## src/rtl/adder_arb_pkg.sv

```systemverilog
// Shared types and constants for the adder-sharing arbiter slice.
// Holds the result-flag layout and the helper that derives flags from adder outputs.
package adder_arb_pkg;

    localparam int N_REQ_DEF = 4;
    localparam int ID_W_DEF  = 2;
    localparam int CNT_W_DEF = 32;
    localparam int FLAG_W    = 4;

    typedef struct packed {
        logic neg;
        logic zero;
        logic ovf;
        logic cout;
    } add_flags_t;

    // c63 is the carry out of the MSB, c62 the carry into it; signed overflow is their disagreement.
    function automatic add_flags_t calc_flags(input logic [63:0] sum,
                                              input logic        c63,
                                              input logic        c62);
        add_flags_t f;
        f.neg  = sum[63];
        f.zero = (sum == 64'd0);
        f.ovf  = c63 ^ c62;
        f.cout = c63;
        return f;
    endfunction

endpackage

```

## src/rtl/adder_64.sv

```systemverilog
// Combinational 64-bit adder with carry-in tied to zero.
// Exposes the carries out of bits 63 and 62 for overflow detection.
module adder_64 (
    input  logic [63:0] i_a,
    input  logic [63:0] i_b,
    output logic [63:0] o_sum,
    output logic        o_c63,
    output logic        o_c62
);

    logic [64:0] w_full;

    assign w_full = {1'b0, i_a} + {1'b0, i_b};
    assign o_sum  = w_full[63:0];
    assign o_c63  = w_full[64];
    // Carry into bit 63 recovered from the sum bit and its operand bits.
    assign o_c62  = i_a[63] ^ i_b[63] ^ w_full[63];

endmodule

```

## src/rtl/rr_arbiter.sv

```systemverilog
// Combinational round-robin arbiter: searches from i_ptr upward (mod N) for the first request.
// Reusable by any scheduler that owns its own pointer register.
module rr_arbiter #(
    parameter int N  = 4,
    parameter int IW = 2
) (
    input  logic [N-1:0]  i_req,
    input  logic [IW-1:0] i_ptr,
    input  logic          i_en,
    output logic [N-1:0]  o_gnt,
    output logic [IW-1:0] o_gnt_idx
);

    logic [IW-1:0] w_idx;
    logic          w_found;

    // Rotating priority search starting at the pointer.
    always_comb begin
        o_gnt     = '0;
        o_gnt_idx = '0;
        w_idx     = '0;
        w_found   = 1'b0;
        for (int k = 0; k < N; k++) begin
            w_idx = IW'((int'(i_ptr) + k) % N);
            if (i_en && i_req[w_idx] && !w_found) begin
                o_gnt[w_idx] = 1'b1;
                o_gnt_idx    = w_idx;
                w_found      = 1'b1;
            end else begin
                w_found = w_found;
            end
        end
    end

endmodule

```

## src/rtl/adder_share_arbiter.sv

```systemverilog
// One shared 64-bit adder time-multiplexed among N_REQ requesters with round-robin grant
// and a single registered, id-tagged response slot.
module adder_share_arbiter
    import adder_arb_pkg::*;
#(
    parameter int N_REQ = N_REQ_DEF,
    parameter int ID_W  = ID_W_DEF,
    parameter int CNT_W = CNT_W_DEF
) (
    input  logic                clk,
    input  logic                reset_n,
    input  logic [N_REQ-1:0]    req_valid,
    input  logic [N_REQ*64-1:0] req_a,
    input  logic [N_REQ*64-1:0] req_b,
    output logic [N_REQ-1:0]    req_ready,
    output logic                rsp_valid,
    input  logic                rsp_ready,
    output logic [ID_W-1:0]     rsp_id,
    output logic [63:0]         rsp_sum,
    output logic [FLAG_W-1:0]   rsp_flags,
    output logic [CNT_W-1:0]    op_count
);

    logic             r_rsp_valid;
    logic [ID_W-1:0]  r_rsp_id;
    logic [63:0]      r_rsp_sum;
    add_flags_t       r_rsp_flags;
    logic [ID_W-1:0]  r_rr_ptr;
    logic [CNT_W-1:0] r_op_count;

    logic             w_slot_free;
    logic             w_arb_en;
    logic [N_REQ-1:0] w_gnt;
    logic [ID_W-1:0]  w_gnt_idx;
    logic             w_accept;
    logic             w_rsp_done;
    logic [63:0]      w_op_a;
    logic [63:0]      w_op_b;
    logic [63:0]      w_sum;
    logic             w_c63;
    logic             w_c62;

    assign w_slot_free = !r_rsp_valid || rsp_ready;
    // Gating with reset_n keeps req_ready low for the whole reset window.
    assign w_arb_en    = w_slot_free && reset_n;
    assign w_accept    = |(req_valid & w_gnt);
    assign w_rsp_done  = r_rsp_valid && rsp_ready;

    rr_arbiter #(.N(N_REQ), .IW(ID_W)) u_rr_arbiter (
        .i_req     (req_valid),
        .i_ptr     (r_rr_ptr),
        .i_en      (w_arb_en),
        .o_gnt     (w_gnt),
        .o_gnt_idx (w_gnt_idx)
    );

    assign w_op_a = req_a[{w_gnt_idx, 6'd0} +: 64];
    assign w_op_b = req_b[{w_gnt_idx, 6'd0} +: 64];

    adder_64 u_adder_64 (
        .i_a   (w_op_a),
        .i_b   (w_op_b),
        .o_sum (w_sum),
        .o_c63 (w_c63),
        .o_c62 (w_c62)
    );

    // Response slot: reload on accept, clear on handshake, hold while stalled.
    always_ff @(posedge clk or negedge reset_n) begin
        if (!reset_n) begin
            r_rsp_valid <= 1'b0;
            r_rsp_id    <= '0;
            r_rsp_sum   <= 64'd0;
            r_rsp_flags <= '0;
        end else if (w_accept) begin
            r_rsp_valid <= 1'b1;
            r_rsp_id    <= w_gnt_idx;
            r_rsp_sum   <= w_sum;
            r_rsp_flags <= calc_flags(w_sum, w_c63, w_c62);
        end else if (w_rsp_done) begin
            r_rsp_valid <= 1'b0;
        end else begin
            r_rsp_valid <= r_rsp_valid;
        end
    end

    // Round-robin pointer advances past the winner only on accept.
    always_ff @(posedge clk or negedge reset_n) begin
        if (!reset_n) begin
            r_rr_ptr <= '0;
        end else if (w_accept) begin
            r_rr_ptr <= (w_gnt_idx == ID_W'(N_REQ - 1)) ? '0 : w_gnt_idx + ID_W'(1);
        end else begin
            r_rr_ptr <= r_rr_ptr;
        end
    end

    // Completed-handshake counter, wraps naturally.
    always_ff @(posedge clk or negedge reset_n) begin
        if (!reset_n) begin
            r_op_count <= '0;
        end else if (w_rsp_done) begin
            r_op_count <= r_op_count + CNT_W'(1);
        end else begin
            r_op_count <= r_op_count;
        end
    end

    assign req_ready = w_gnt;
    assign rsp_valid = r_rsp_valid;
    assign rsp_id    = r_rsp_id;
    assign rsp_sum   = r_rsp_sum;
    assign rsp_flags = r_rsp_flags;
    assign op_count  = r_op_count;

endmodule

```

## config.mk

```make
export PLATFORM = sky130hd
export DESIGN_NAME = adder_share_arbiter
export DESIGN_NICKNAME = d
export VERILOG_FILES = /design/src/rtl/adder_arb_pkg.sv /design/src/rtl/adder_64.sv /design/src/rtl/rr_arbiter.sv /design/src/rtl/adder_share_arbiter.sv
export SDC_FILE = /design/constraint.sdc
export NUM_CORES = 1
export LEC_CHECK = 0
export BUFFER_PORTS_ARGS = -buffer_cell sky130_fd_sc_hd__buf_2
export CAP_MARGIN = 30
export CORE_AREA = 2 2 241 243
export DETAILED_ROUTE_END_ITERATION = 7
export DIE_AREA = 0 0 243 245
export GPL_ROUTABILITY_DRIVEN = 0
export GPL_TIMING_DRIVEN = 0
export PLACE_DENSITY_LB_ADDON = 0.1
export SYNTH_ARGS = -nofsm -noshare
export SYNTH_HDL_FRONTEND = slang
export SYNTH_SLANG_ARGS = --single-unit
export TNS_END_PERCENT = 50
```

## constraint.sdc

```tcl
create_clock -name clk -period 10.6 [get_ports clk]
set_input_delay 1.06 -clock clk [delete_from_list [all_inputs] [get_ports clk]]
set_output_delay 1.06 -clock clk [all_outputs]
set_load 0.03 [all_outputs]
```

==> results.yml, run 1 <==
finish:
  drive_gt1_frac: 0.296
  finalInstanceArea_mm2: 0.0177
  layout.nets: 3108
  n_fill_cell: 6512
  stdcell_count: 3297
  syn_to_final_growth_pct: 34.4
route:
  avgRoutedWirePerCell_um: 24.9
  wl_met2_mm: 38.3
  vias_per_cell: 5.25
  firstDrtPassIters: 7
  highest_layer: "met5"
  ant_nets: 0
  drc: 0
  detail_route.iter0.violations: 1163
  via_count: 17300
  wl_mm: 82.2
  met3_length_mm: 5.72
  wl_met1_mm: 35.8
placed_design:
  dp_hpwl_mm: 72.5
  dp_cells: 3269
  place_area_mm2: 0.0174
  port_buffers: 625
  pre_cts_slack_ns: 1.60
die:
  die_area_mm2: 0.0595
  io_pins: 626
  die_h_um: 245
  start_util: 0.231
  die_x_um: 243
  fp.coreArea_mm2: 0.0570
  rows: 88
clock_network:
  cts_buffer_depth: 2
  insertion_delay_ns: 0.35
  clk_pin_slew_worst_paths_ns: 0.08
  numCtsBuffers: 9
  htree_levels: 3
  cts_tree: "built"
  post_cts_buffers: 0
  cts_resized: 0
  cts_root_buf: "clkbuf_16"
  clock-sinks: 104
  ctsHoldBuffers: 0
yosys:
  netlist_area_mm2: 0.0132
  ys_ff_latch: 104
  syn_avg_cell_area_um2: 7.06
  seq_area_frac_synth: 0.197
  async_reset_ff_frac: 1.00
  synth-edff-count: 0
  yosys_warnings: 0
  synthesis.instances: 1871
  ys.flop_type: "dfrtp_1"
  netlist.area_leader.share: 0.197
  synth_cell_type_count: 81
  yosys-top-cells-area: "dfrtp_1 (20%), nand2_1 (12%), a211oi_1 (7.7%)"
  syn_nets: 2464
  yosysTopAreaCell: "dfrtp_1"
outcome:
  status: "finished clean"
critical_path:
  r2r-start: "r_rr_ptr[1]$_DFFE_PN0P_"
  slowest_delay_ns: 0.72
  crit_start: "r_rr_ptr[1]$_DFFE_PN0P_"
  critPathKind: "reg -> reg"
  ff2ff_path_depth: 28
  rr_endpoint: "rsp_flags[2]$_DFFE_PN0P_"
  required_ns: 10.89
  slowest_stage: "clkbuf_1"
  crit_arrival_ns: 8.93
  start_kind: "flop"
  cp-end-kind: "flop"
  critPathMaxFanout: 10
  reg2reg_slack_ns: 1.96
  critPathCapture: "rsp_flags[2]$_DFFE_PN0P_"
  path_common_cell: "nand2_1"
sta:
  slew_viol_final: 0
  tightest_slew_ns: 0.925
  finalHoldViolations: 0
  fin_ws_ns: 1.96
  fin_crit_ns: 8.64
  post-route-period-util: 0.815
  timing.fmax_mhz: 116
  setup_violations: 0
  maxSlewHeadroom: 0.378
  fin_skew_ns: 0.0113
  rsz0062_at_grt: "no"
global_routing:
  grt_max_degree: 67
  antenna_found_initial: 23
  grt_pass1_wl_mm: 116
  grt_pass1_vias: 17200
  grtUsageTotal: 0.264
  grt_overflow: 0
min_path:
  min_path_type: "reg -> reg"
job:
  maxCapViolCount: 0
## sequential cells by signal (all words and copies together), names as in the netlist
register	flops
rsp_flags	3
rsp_valid	1
r_rr_ptr	2
rsp_sum	64
rsp_id	2
op_count	32
## logic make-up after synthesis
kind of cell	synth area share
xor+xnor	0.0471
fa+ha+maj	0.0707
simple gates	0.284
buf+inv	0.0560
compound gates	0.307
flops	0.197
mux	0.0390
## worst max-delay path: cells and delay by family, from the launching register on
family          cells  cell delay, ns
flops               1            0.56
mux                 1            0.51
fa+ha+maj           3            1.09
buf+inv             7            2.14
xor+xnor            1            0.31
simple gates       10            1.88
compound gates      6            2.06
## synthesized netlist by cell type, drive strengths merged, types with 17 or more instances
master,count
nand2,425
a211oi,137
a31oi,137
and2,134
o21ai,105
dfrtp,104
a21oi,102
clkbuf,93
ha,73
nor2,69
buf,48
xnor2,48
nand4,40
mux2,31
nand3,31
inv,26
xor2,23
nor3,22
a21o,19
o21a,17
## cell type report
class                           instances  area [µm²]  share of cell area
Antenna cell                           12        30.0             0.00169
Clock inverter                          5        63.8             0.00360
Buffer                                141         642              0.0362
Tap cell                              765         957              0.0540
Timing Repair Buffer                  633        3240               0.183
Multi-Input combinational cell       1600        9860               0.556
Sequential cell                       104        2600               0.147
Clock buffer                           11         243              0.0137
Inverter                               26        97.6             0.00550
## metrics by stage
stage                     TNS (ns)  hold WS, ns  utilization
after floorplan                  0        0.609            -
after global placement      -0.779        0.461        0.303
after detailed placement         0        0.468        0.305
after CTS                        0        0.483        0.311
after global routing             0        0.497        0.311
final                            0        0.476        0.311
## routing by layer
layer / vias up / global-route usage
met2: 736 / 0.439
met1: 8312 / 0.346
met3: 114 / 0.0542
li1: 8127 / -
met4: 22 / 0.0743
met5: - / 0
## cell usage in the layout (no fill, tap or decap), drive strengths merged, types with 22 or more instances in the layout
cell    netlist  layout
xor2         23      23
nor3         22      22
nor2         69      69
and2        134     134
ha           73      73
o21ai       105     105
a21oi       102     102
nand4        40      40
mux2         31      31
xnor2        48      48
dfrtp       104     104
clkbuf       93     104
nand3        31      31
a211oi      137     137
buf          48     681
inv          26      27
nand2       425     425
a31oi       137     137
## worst min-delay path by stage
stage / start / to / cells after the start
2_1_floorplan: r_rr_ptr[1]$_DFFE_PN0P_ / r_rr_ptr[1]$_DFFE_PN0P_ / 2
5_1_grt: rsp_sum[24]$_DFFE_PN0P_ / rsp_sum[24]$_DFFE_PN0P_ / 2
3_3_place_gp: op_count[31]$_DFFE_PN0P_ / op_count[31]$_DFFE_PN0P_ / 1
4_1_cts: rsp_id[0]$_DFFE_PN0P_ / rsp_id[0]$_DFFE_PN0P_ / 1
6_report: rsp_sum[47]$_DFFE_PN0P_ / rsp_sum[47]$_DFFE_PN0P_ / 2
3_5_place_dp: rsp_sum[39]$_DFFE_PN0P_ / rsp_sum[39]$_DFFE_PN0P_ / 2
Power of run 1 is left out: the tool's default activity adds up to more than one toggle a clock period on the data nets, which glitch-free logic cannot reach.
==> run 2: changes to the inputs <==
==> constraint.sdc (replaced) <==
create_clock -name clk -period 8 [get_ports clk]
set_input_delay 0.8 -clock clk [delete_from_list [all_inputs] [get_ports clk]]
set_output_delay 0.8 -clock clk [all_outputs]
set_load 0.03 [all_outputs]
==> run 2 against run 1 <==
  * Count of clock-buffer cells in the layout is the same
  * Sequential share of layout area hardly changed
  * Global-route usage is essentially flat
  * Wire length is essentially flat
  * Maximum frequency grew 12%
  * Worst setup slack worse by 1.7 ns
  * Core utilization increased by 0.086 points
  * Register-to-register slack worse by 1.7 ns
  * Non-clock buffer count decreased by 2
  * Critical path type unchanged
==> results.yml, run 2 (synthesized netlist as in run 1, its figures left out) <==
outcome:
  status: "finished clean"
finish:
  drive_gt1_frac: 0.301
  final_cell_mix: "buf_2 (657), nand2_1 (425), a31oi_1 (136), a211oi_1 (136), and2_1 (127)"
  n_fill_cell: 6506
  fin_util: 0.312
  seqCellArea_mm2: 0.00260
  final_common_cell: "buf_2"
  multiInputGateArea_mm2: 0.00988
  layout.nets: 3106
  syn_to_final_growth_pct: 34.7
  largest_reg_flops: 64
clock_network:
  cts_buffer_depth: 2
  ctsHoldBuffers: 0
  insertion_delay_ns: 0.35
  numCtsBuffers: 9
  htree_levels: 3
  cts_tree: "built"
  cts_root_buf: "clkbuf_16"
  clock-sinks: 104
  clk_pin_slew_worst_paths_ns: 0.07
route:
  via_count: 17300
  wl_mm: 82.3
  detail_route.iter0.violations: 1141
  drc: 0
  firstDrtPassIters: 5
  avgRoutedWirePerCell_um: 24.9
  vias_per_cell: 5.25
  ant_nets: 0
critical_path:
  critPathMaxFanout: 10
  crit_buf_inv: 6
  critPathTopFamily: "compound AO/OA/AOI/OAI gates"
  ff2ff_path_depth: 24
  slowest_delay_ns: 0.70
  slowest_stage: "clkbuf_1"
  crit_arrival_ns: 8.03
  reg2reg_slack_ns: 0.26
  path_cells: "inv_1 -> ha_1 -> buf_6 -> mux4_2 -> buf_6 -> a31oi_1 -> o221a_2 -> o21ai_2 -> clkbuf_1 -> clkbuf_1 -> a31oi_1 -> ha_1 -> buf_2 -> nand4_1 -> or3_1 -> a211oi_1 -> a211oi_1 -> nand2_1 -> xor2_1 -> a2111oi_0 -> o2111ai_1 -> nor4_1 -> nand4_1 -> nand2_1"
  required_ns: 8.29
  critPathKind: "reg -> reg"
  r2r-start: "r_rr_ptr[1]$_DFFE_PN0P_"
  start_kind: "flop"
  cp-end-kind: "flop"
  rr_endpoint: "rsp_flags[2]$_DFFE_PN0P_"
global_routing:
  antenna_found_initial: 23
  grtUsageTotal: 0.264
  grt_pass1_vias: 17200
  grt_max_degree: 67
  grt_overflow: 0
  grt_pass1_wl_mm: 116
sta:
  slew_viol_final: 0
  timing.fmax_mhz: 129
  finalHoldViolations: 0
  final.setup.tns_ns: 0
  setup_violations: 0
  post-route-period-util: 0.967
  rsz0062_at_grt: "no"
  fin_skew_ns: 0.0113
  fin_crit_ns: 7.74
  tightest_slew_ns: 0.925
  whs_ns: 0.267
  maxSlewHeadroom: 0.378
  fin_ws_ns: 0.261
die:
  die_h_um: 245
  die_x_um: 243
  start_util: 0.231
  fp.coreArea_mm2: 0.0570
  io_pins: 626
  die_area_mm2: 0.0595
  rows: 88
job:
  maxCapViolCount: 0
min_path:
  min_path_type: "in -> async"
placed_design:
  port_buffers: 625
  dp_hpwl_mm: 72.5
  pre_cts_slack_ns: -0.744
run 2: timing repair:
| action | in CTS | in global routing |
|---|---|---|
| buffers inserted | 0 | 1 |
| pin swaps | 0 | 1 |
| endpoints found under the setup margin | 3 | 4 |
| resized for setup | 2 | 24 |
run 2: worst max path at each step:
stage,startpoint,to,slack [ns],cells past startpoint
floorplan,r_rr_ptr[0]$_DFFE_PN0P_,rsp_flags[2]$_DFFE_PN0P_,2.33,29
global placement,reset_n,rsp_flags[2]$_DFFE_PN0P_,-2.92,22
detailed placement,reset_n,rsp_flags[2]$_DFFE_PN0P_,-0.74,27
CTS,reset_n,rsp_flags[2]$_DFFE_PN0P_,0.03,27
global route,reset_n,rsp_flags[2]$_DFFE_PN0P_,0.02,24
finish,r_rr_ptr[1]$_DFFE_PN0P_,rsp_flags[2]$_DFFE_PN0P_,0.26,24
run 2: metal layers:
| layer | vias to the layer above | routed length [µm] | track usage |
|---|---|---|---|
| li1 | 8130 | - | - |
| met1 | 8337 | 35900 | 0.346 |
| met2 | 729 | 38200 | 0.437 |
| met3 | 108 | 5610 | 0.0536 |
| met4 | 22 | 2400 | 0.0752 |
| met5 | - | 140 | 0 |
run 2: metrics by stage:
step	instances	cell area, µm²
6_report	3299	17800
5_1_grt	3289	17800
4_1_cts	3284	17700
3_5_place_dp	3269	17400
3_3_place_gp	3261	17300
2_1_floorplan	1871	13200
run 2: area by class of cell:
| type | count | share of cell area |
|---|---|---|
| well taps | 765 | 0.0538 |
| clock inverters | 5 | 0.00359 |
| clock buffers | 11 | 0.0136 |
| repair buffers | 634 | 0.183 |
| multi-input cells | 1600 | 0.556 |
| plain buffers | 138 | 0.0366 |
| flip-flops and latches | 104 | 0.146 |
| inverters | 26 | 0.00549 |
| diodes | 16 | 0.00225 |
Power of run 2 is left out for the same reason.
